## config.mk

```make
export PLATFORM = sky130hd
export DESIGN_NAME = lvds_tx
export DESIGN_NICKNAME = d
export VERILOG_FILES = /design/src/rtl/lvds_tx.sv
export SDC_FILE = /design/constraint.sdc
export NUM_CORES = 1
export LEC_CHECK = 0
export ABC_AREA = 1
export BUFFER_PORTS_ARGS = -buffer_cell sky130_fd_sc_hd__buf_2
export CORE_MARGIN = 2
export CORE_UTILIZATION = 50
export CTS_CLUSTER_SIZE = 28
export DETAILED_ROUTE_END_ITERATION = 10
export GPL_TIMING_DRIVEN = 0
export HOLD_SLACK_MARGIN = 0.1
export PLACE_DENSITY = 0.76
export SYNTH_ARGS = -nofsm -noshare
export SYNTH_HDL_FRONTEND = slang
export SYNTH_SLANG_ARGS = --single-unit
```

## constraint.sdc

```tcl
create_clock -name i_ddr_clk -period 1.1 [get_ports i_ddr_clk]
set_input_delay 0.055 -clock i_ddr_clk [delete_from_list [all_inputs] [get_ports i_ddr_clk]]
set_output_delay 0.055 -clock i_ddr_clk [all_outputs]
set_load 0.03 [all_outputs]
```

## src/rtl/lvds_tx.sv

```systemverilog
// lvds_tx: 2-bit DDR I/Q transmit serializer.
// Prefetches 32-bit I/Q words from an upstream FIFO and shifts each one out
// MSB-first as 16 two-bit symbols, frames back-to-back while data lasts.
module lvds_tx #(
  parameter bit         FORCE_SYNC  = 1'b1,
  parameter logic [1:0] IDLE_SYMBOL = 2'b00
) (
  input  logic        i_ddr_clk,
  input  logic        i_reset,
  input  logic        i_tx_en,
  input  logic        i_fifo_empty,
  input  logic [31:0] i_fifo_data,
  output logic        o_fifo_pull,
  output logic [1:0]  o_ddr_data,
  output logic        o_busy,
  output logic        o_frame_start,
  output logic        o_underrun
);

  // An idle symbol equal to the I sync pattern would fake a frame start at the receiver.
  if (IDLE_SYMBOL == 2'b10) begin : g_bad_idle
    $error("lvds_tx: IDLE_SYMBOL must not equal the I sync pattern 2'b10");
  end

  typedef enum logic {
    ST_IDLE = 1'b0,
    ST_TX   = 1'b1
  } state_t;

  state_t      state, state_nxt;
  logic [31:0] shifter, shifter_nxt;
  logic [3:0]  counter, counter_nxt;
  logic        frame_end, frame_end_nxt;

  logic [31:0] r_next;
  logic        r_next_valid;
  logic        r_pull_pending;
  logic [31:0] fifo_word;

  logic [1:0]  ddr_nxt;
  logic        busy_nxt;
  logic        start_nxt;
  logic        underrun_nxt;
  logic        load;

  // Stamp the sync fields onto the incoming word when FORCE_SYNC is set.
  always_comb begin
    fifo_word = i_fifo_data;
    if (FORCE_SYNC) begin
      fifo_word[31:30] = 2'b10;
      fifo_word[15:14] = 2'b01;
    end
  end

  // Single outstanding read: only pull when the prefetch slot is free and no read is in flight.
  // Gated by reset so the FIFO is never popped while the block is being cleared.
  assign o_fifo_pull = !i_reset && !r_next_valid && !r_pull_pending &&
                       !i_fifo_empty && i_tx_en;

  // Prefetch slot: capture the FIFO word one cycle after the pull, release it on frame load.
  always_ff @(posedge i_ddr_clk) begin
    if (i_reset) begin
      // NOTE: r_next is a plain data register; clearing it is cheap and keeps a
      // discarded in-flight word from ever reappearing after reset.
      r_next         <= '0;
      r_next_valid   <= 1'b0;
      r_pull_pending <= 1'b0;
    end else begin
      if (r_pull_pending) begin
        r_next         <= fifo_word;
        r_next_valid   <= 1'b1;
        r_pull_pending <= 1'b0;
      end else if (o_fifo_pull) begin
        r_pull_pending <= 1'b1;
      end
      // A load only happens while r_next_valid=1, which excludes a pending capture.
      if (load) begin
        r_next_valid <= 1'b0;
      end
    end
  end

  // Next-state and next-output logic for the framing FSM.
  always_comb begin
    // NOTE: every signal gets a default here so no path can infer a latch.
    state_nxt     = state;
    shifter_nxt   = shifter;
    counter_nxt   = counter;
    frame_end_nxt = 1'b0;
    ddr_nxt       = IDLE_SYMBOL;
    busy_nxt      = 1'b0;
    start_nxt     = 1'b0;
    underrun_nxt  = 1'b0;
    load          = 1'b0;

    unique case (state)
      ST_IDLE: begin
        if (r_next_valid && i_tx_en) begin
          load        = 1'b1;
          ddr_nxt     = r_next[31:30];
          shifter_nxt = {r_next[29:0], 2'b00};
          counter_nxt = 4'd14;
          start_nxt   = 1'b1;
          busy_nxt    = 1'b1;
          state_nxt   = ST_TX;
        end else begin
          // Only the cycle right after a frame can report a starved link.
          underrun_nxt = frame_end && i_tx_en;
        end
      end
      ST_TX: begin
        ddr_nxt     = shifter[31:30];
        shifter_nxt = {shifter[29:0], 2'b00};
        busy_nxt    = 1'b1;
        if (counter == 4'd0) begin
          state_nxt     = ST_IDLE;
          frame_end_nxt = 1'b1;
        end else begin
          counter_nxt = counter - 4'd1;
        end
      end
      default: begin
        state_nxt = ST_IDLE;
      end
    endcase
  end

  // State, datapath and registered outputs.
  always_ff @(posedge i_ddr_clk) begin
    if (i_reset) begin
      state         <= ST_IDLE;
      shifter       <= '0;
      counter       <= '0;
      frame_end     <= 1'b0;
      o_ddr_data    <= IDLE_SYMBOL;
      o_busy        <= 1'b0;
      o_frame_start <= 1'b0;
      o_underrun    <= 1'b0;
    end else begin
      // NOTE: non-blocking assignments so every register updates from pre-edge values.
      state         <= state_nxt;
      shifter       <= shifter_nxt;
      counter       <= counter_nxt;
      frame_end     <= frame_end_nxt;
      o_ddr_data    <= ddr_nxt;
      o_busy        <= busy_nxt;
      o_frame_start <= start_nxt;
      o_underrun    <= underrun_nxt;
    end
  end

endmodule

```

# After elaboration in Yosys (flattened, before gate mapping)
# Index checks and enable logic that the tools add are counted.
[totals]
register_bits = 75
input_bits = 36
output_inout_bits = 6
elab_cells = 45
[classes]
reduce_logical = 16
addsub = 1
bitwise_logic = 1
eq_ne = 2
n_mux = 14
[ops]
columns = ["op", "n"]
rows = [
  ["one-hot mux 32 bit (2 select lines)", 1],
  ["two-way mux 32 bit", 1],
  ["two-way mux 4 bit", 2],
  ["one-hot mux 4 bit (2 select lines)", 1],
  ["logical AND 1 bit", 6],
  ["OR reduction 2 bit", 3],
  ["two-way mux 1 bit", 5],
  ["zero test 1 bit", 4],
  ["zero test 4 bit", 1],
  ["inequality test 2 bit, second input constant", 2],
  ["one-hot mux 1 bit (2 select lines)", 2],
  ["one-hot mux 2 bit (2 select lines)", 1],
  ["subtractor 4 x 1 -> 4 bit, second input constant", 1],
  ["OR reduction 3 bit", 1],
  ["two-way mux 2 bit", 1],
  ["AND reduction 2 bit", 1],
  ["NOT 1 bit", 1],
]

# Longest topological paths before layout
[logic_depth]
ltp_word = 6
ltp_mapped = 9
depth_no_buf = 9

# Least setup slack after synthesis
# No wires, ideal clock.
[synth_path]
path_kind = "register to output"
startpoint = "reg r_pull_pending"
endpoint = "out o_fifo_pull"
path_slack_ps = -440
n_path_buf = 1
arrival_ps = 1485
t_required_ps = 1045
path_stages_with_launch = 3
path_cell_list = "dfxtp_1 -> clkbuf_1 -> nor4_1"
[synth_between]
elab_chain_cells = 4
[synth_lines]
columns = ["item", "line_no", "rtl"]
rows = [
  ["from (decl)", "37", "logic r_pull_pending;"],
  ["from (signal assigned)", "67", "r_pull_pending <= 1'b0;"],
  ["from (signal assigned)", "72", "r_pull_pending <= 1'b0;"],
  ["from (signal assigned)", "74", "r_pull_pending <= 1'b1;"],
  ["zero test 1 bit", "57", "assign o_fifo_pull = !i_reset && !r_next_valid && !r_pull_pending &&"],
  ["logical AND 1 bit (2 in series)", "57", ""],
  ["logical AND 1 bit", "58", "!i_fifo_empty && i_tx_en;"],
  ["to (decl)", "13", "output logic o_fifo_pull,"],
]
# No other way between the ends.

# Final worst setup path
# Ends and elaborated chain as after synthesis.

==> impl_metrics.prom <==
# TYPE chip_impl_metric gauge
chip_impl_metric{name="yosys.cell_types.count",unit=""} 20
chip_impl_metric{name="timing.final.crit_share",unit="%"} 116
chip_impl_metric{name="max_freq",unit="GHz"} 0.782
chip_impl_info{name="critPathLaunch",value="r_pull_pending"} 1
chip_impl_info{name="min-delay-start",value="i_tx_en"} 1
chip_impl_metric{name="io_pins",unit=""} 42
chip_impl_metric{name="grt.overflow.total",unit=""} 0
chip_impl_info{name="rsz_0062_raised_after_global_routing",value="yes"} 1
chip_impl_metric{name="cellLeakagePower",unit="µW"} 0.00161
chip_impl_metric{name="dp.final_hpwl",unit="µm"} 3900
chip_impl_metric{name="ff2ff_path_depth",unit=""} 7
chip_impl_metric{name="placed_cells_incl_taps",unit=""} 455
chip_impl_metric{name="path_max_fanout",unit=""} 3
chip_impl_metric{name="layout_setup_ws",unit="ns"} -0.178
chip_impl_info{name="yosysMostFrequentCell",value="nand2_1"} 1
chip_impl_info{name="crit_chain",value="buf_8 -> nor4_4 -> buf_6"} 1
chip_impl_info{name="path_class",value="flop to primary output"} 1
chip_impl_metric{name="synth_seq_cells",unit=""} 72
chip_impl_metric{name="antenna_cells",unit=""} 0
chip_impl_metric{name="cts_num_sinks",unit=""} 72
chip_impl_info{name="worst_r2r_endpoint",value="shifter[11]"} 1
chip_impl_metric{name="cap_viol_max_count",unit=""} 0
chip_impl_metric{name="design.final.nets",unit=""} 485
chip_impl_metric{name="drtPass1Iterations",unit=""} 4
chip_impl_metric{name="max_slew.worst_pin.slew",unit="ns"} 0.542
chip_impl_metric{name="timing.final.setup_violations",unit=""} 33
chip_impl_metric{name="detail_route.iter0.violations",unit=""} 137
chip_impl_info{name="synth_ff_type",value="dfxtp_1"} 1
chip_impl_metric{name="fp.dieArea",unit="µm²"} 6000
chip_impl_info{name="min-delay-path-class",value="primary input to flop"} 1
chip_impl_metric{name="final-instance-count-excl-fill",unit=""} 522
chip_impl_info{name="cp_slowest_cell",value="dfxtp_2"} 1
chip_impl_info{name="synthTopCellsByCount",value="nand2_1 (92), dfxtp_1 (72), nor2_1 (61)"} 1
chip_impl_metric{name="worst_setup_hold_path_clk_slew",unit="ns"} 0.07
chip_impl_info{name="cell_at_the_root_of_the_clock_tree",value="clkbuf_8"} 1
chip_impl_metric{name="final-hold-violation-count",unit=""} 0
chip_impl_metric{name="initial_utilization",unit="%"} 52.5
chip_impl_info{name="synth_top_area_cell",value="dfxtp_1"} 1
chip_impl_metric{name="critPathRequiredTime",unit="ns"} 1.04
chip_impl_metric{name="pwr_density_cell",unit="nW/µm²"} 1320
chip_impl_metric{name="final-max-slew-violation-count",unit=""} 0
chip_impl_metric{name="synthToLayoutAreaGrowth",unit="%"} 44.1
chip_impl_metric{name="skew",unit="ns"} 0.00414
chip_impl_info{name="critical_path.endpoint",value="o_fifo_pull"} 1
chip_impl_metric{name="placement_rows",unit=""} 26
chip_impl_metric{name="synth_async_sr_flop_share",unit="%"} 0
chip_impl_info{name="critical_path.startpoint_type",value="flop"} 1
chip_impl_metric{name="floorplan.die.height",unit="µm"} 77.4
chip_impl_metric{name="grt_antenna_before_repair",unit=""} 0
chip_impl_metric{name="wl",unit="µm"} 7220
chip_impl_metric{name="netlist_instances",unit=""} 348
chip_impl_metric{name="routed-via-count",unit=""} 2696
chip_impl_info{name="clock_tree_from_tritoncts",value="done"} 1
chip_impl_metric{name="slew-limit-headroom",unit="%"} 63.9
chip_impl_metric{name="synth.yosys.warnings",unit=""} 0
chip_impl_metric{name="synth_area_per_cell",unit="µm²"} 7.75
chip_impl_metric{name="drt-vias-per-instance",unit=""} 5.16
chip_impl_metric{name="grt_first_pass_wirelength",unit="µm"} 11200
chip_impl_metric{name="fp.coreArea",unit="µm²"} 5140
chip_impl_metric{name="cts_inserted_buffers",unit=""} 9
chip_impl_info{name="synth.top_cells.by_area",value="dfxtp_1 (53%), nand2_1 (13%), nor2_1 (8.5%), a31oi_1 (6.0%), o21ai_0 (5.8%)"} 1
chip_impl_info{name="crit_path_end_kind",value="primary output"} 1
chip_impl_metric{name="synth_seq_area_share",unit="%"} 53.5
chip_impl_metric{name="cts.path.max_buffers",unit=""} 2
chip_impl_metric{name="grt_max_degree",unit=""} 12
chip_impl_metric{name="synth_nets",unit=""} 385
chip_impl_metric{name="first_global_vias",unit=""} 2458
chip_impl_metric{name="synthesis.area",unit="µm²"} 2700
chip_impl_metric{name="worst_ir_drop_on_vdd",unit="V"} 0.000919
chip_impl_metric{name="die_width",unit="µm"} 77.4
chip_impl_metric{name="gpl.final_weighted_congestion",unit=""} 0.783
chip_impl_info{name="outcome",value="finished, violations left"} 1
chip_impl_metric{name="grtUsageTotal",unit="%"} 23.9
chip_impl_info{name="regToRegStartpoint",value="r_next_valid"} 1
chip_impl_metric{name="drive_gt1_share",unit="%"} 30.8
chip_impl_metric{name="ant_nets",unit=""} 0
chip_impl_metric{name="post-route-min-period",unit="ns"} 1.28
chip_impl_metric{name="hold_ws",unit="ns"} 0.128
chip_impl_metric{name="drc",unit=""} 0
chip_impl_metric{name="synth_edf_count",unit=""} 0
chip_impl_metric{name="post_drt_wl_per_cell",unit="µm"} 13.8
chip_impl_metric{name="synth_top_area_share",unit="%"} 53.5
chip_impl_metric{name="portBuffers",unit=""} 37
chip_impl_info{name="violations",value="negative setup slack"} 1
chip_impl_metric{name="crit_arrival",unit="ns"} 1.22
chip_impl_metric{name="reg2reg_slack",unit="ns"} -0.11
chip_impl_metric{name="htree_num_levels",unit=""} 3
chip_impl_metric{name="critical-path-max-stage-delay",unit="ns"} 0.34
chip_impl_metric{name="clkLatencyLatePin",unit="ns"} 0.35
==> worst min path at each step <==
stage	slack, ns	depth (start not counted)	to
global placement	0.27	3	r_next[7]
finish	0.13	3	o_underrun
CTS	-0.09	2	r_pull_pending
floorplan	0.12	1	counter[2]
global route	0.13	3	r_pull_pending
detailed placement	0.28	2	r_pull_pending
==> area by class of cell <==
| class | instances | area (µm²) |
|---|---|---|
| clock buffer | 11 | 151 |
| fill | 378 | 1250 |
| tap | 70 | 87.6 |
| inverter | 14 | 60.1 |
| multi-input combinational | 240 | 1240 |
| sequential | 72 | 1450 |
| timing repair buffer | 89 | 711 |
| buffer | 22 | 163 |
| clock inverter | 4 | 20.0 |
==> cell usage in the layout (no fill, tap or decap), types with 4 or more instances in the layout <==
cell	synthesis	routed
clkbuf_8	0	11
nand3_1	12	9
buf_4	4	14
a31oi_1	26	26
nand2_1	92	70
clkbuf_1	12	7
clkinv_2	0	4
buf_2	4	39
o21ai_0	31	26
dfxtp_1	72	68
dlygate4sd3_1	0	30
nand2_4	0	6
buf_6	2	15
inv_1	13	8
o21ai_1	0	5
nand2_2	4	20
nor2_1	61	57
==> report_power, final <==
part	internal [µW]	switching [µW]
Sequential	2680	44.1
Clock	913	948
Combinational	271	265
==> routing by layer <==
metal	GRT usage [%]	vias up	share of wire [%]
met3	4.77	12	3.3
li1	-	1332	-
met2	40.0	59	51
met4	10.5	0	1.8
met5	0	-	0
met1	29.8	1293	44
==> critical path: cells and delay by family (launching register included) <==
kind / cells / cell delay [ns]
buf+inv: 2 / 0.29
flops: 1 / 0.34
simple gates: 1 / 0.24
==> timing repair <==
action                                  4_1_cts  5_1_grt
resized for setup                            35       57
buffers inserted                              8        9
endpoints found under the setup margin       47       63
pin swaps                                    12       19
hold buffers                                 29        1
gates cloned                                  5        0
endpoints found under the hold margin        30        1
==> state kept, by name, summed over array words and instances, names as in the netlist <==
register	cells
o_ddr_data	2
shifter	30
state	1
o_busy	1
r_pull_pending	1
o_frame_start	1
counter	4
o_underrun	1
frame_end	1
r_next_valid	1
r_next	29
==> metrics by stage <==
step	cell area (µm²)	setup WS, ns	power (µW)	setup TNS, ns	util, %
5_1_grt	3880	-0.222	5330	-3.62	75.6
6_report	3880	-0.178	5120	-1.62	75.6
3_5_place_dp	3000	-0.143	3090	-3.31	58.4
4_1_cts	3660	-0.184	5040	-1.48	71.2
2_1_floorplan	2730	0.00404	2970	0	-
3_3_place_gp	3000	-0.110	3090	-2.26	58.4
==> logic make-up (layout without fill, tap and decap cells) <==
kind of cell             count (synthesis)  count (layout)  synth area share [%]
AND/OR/NAND/NOR                        174             174                  26.3
adder cells (fa/ha/maj)                  1               1                 0.464
buffers and inverters                   36             140                  6.31
AO/OA/AOI/OAI                           65              65                  13.5
flip-flops                              72              72                  53.5
No activity file was read; power rests on OpenSTA's default activity.
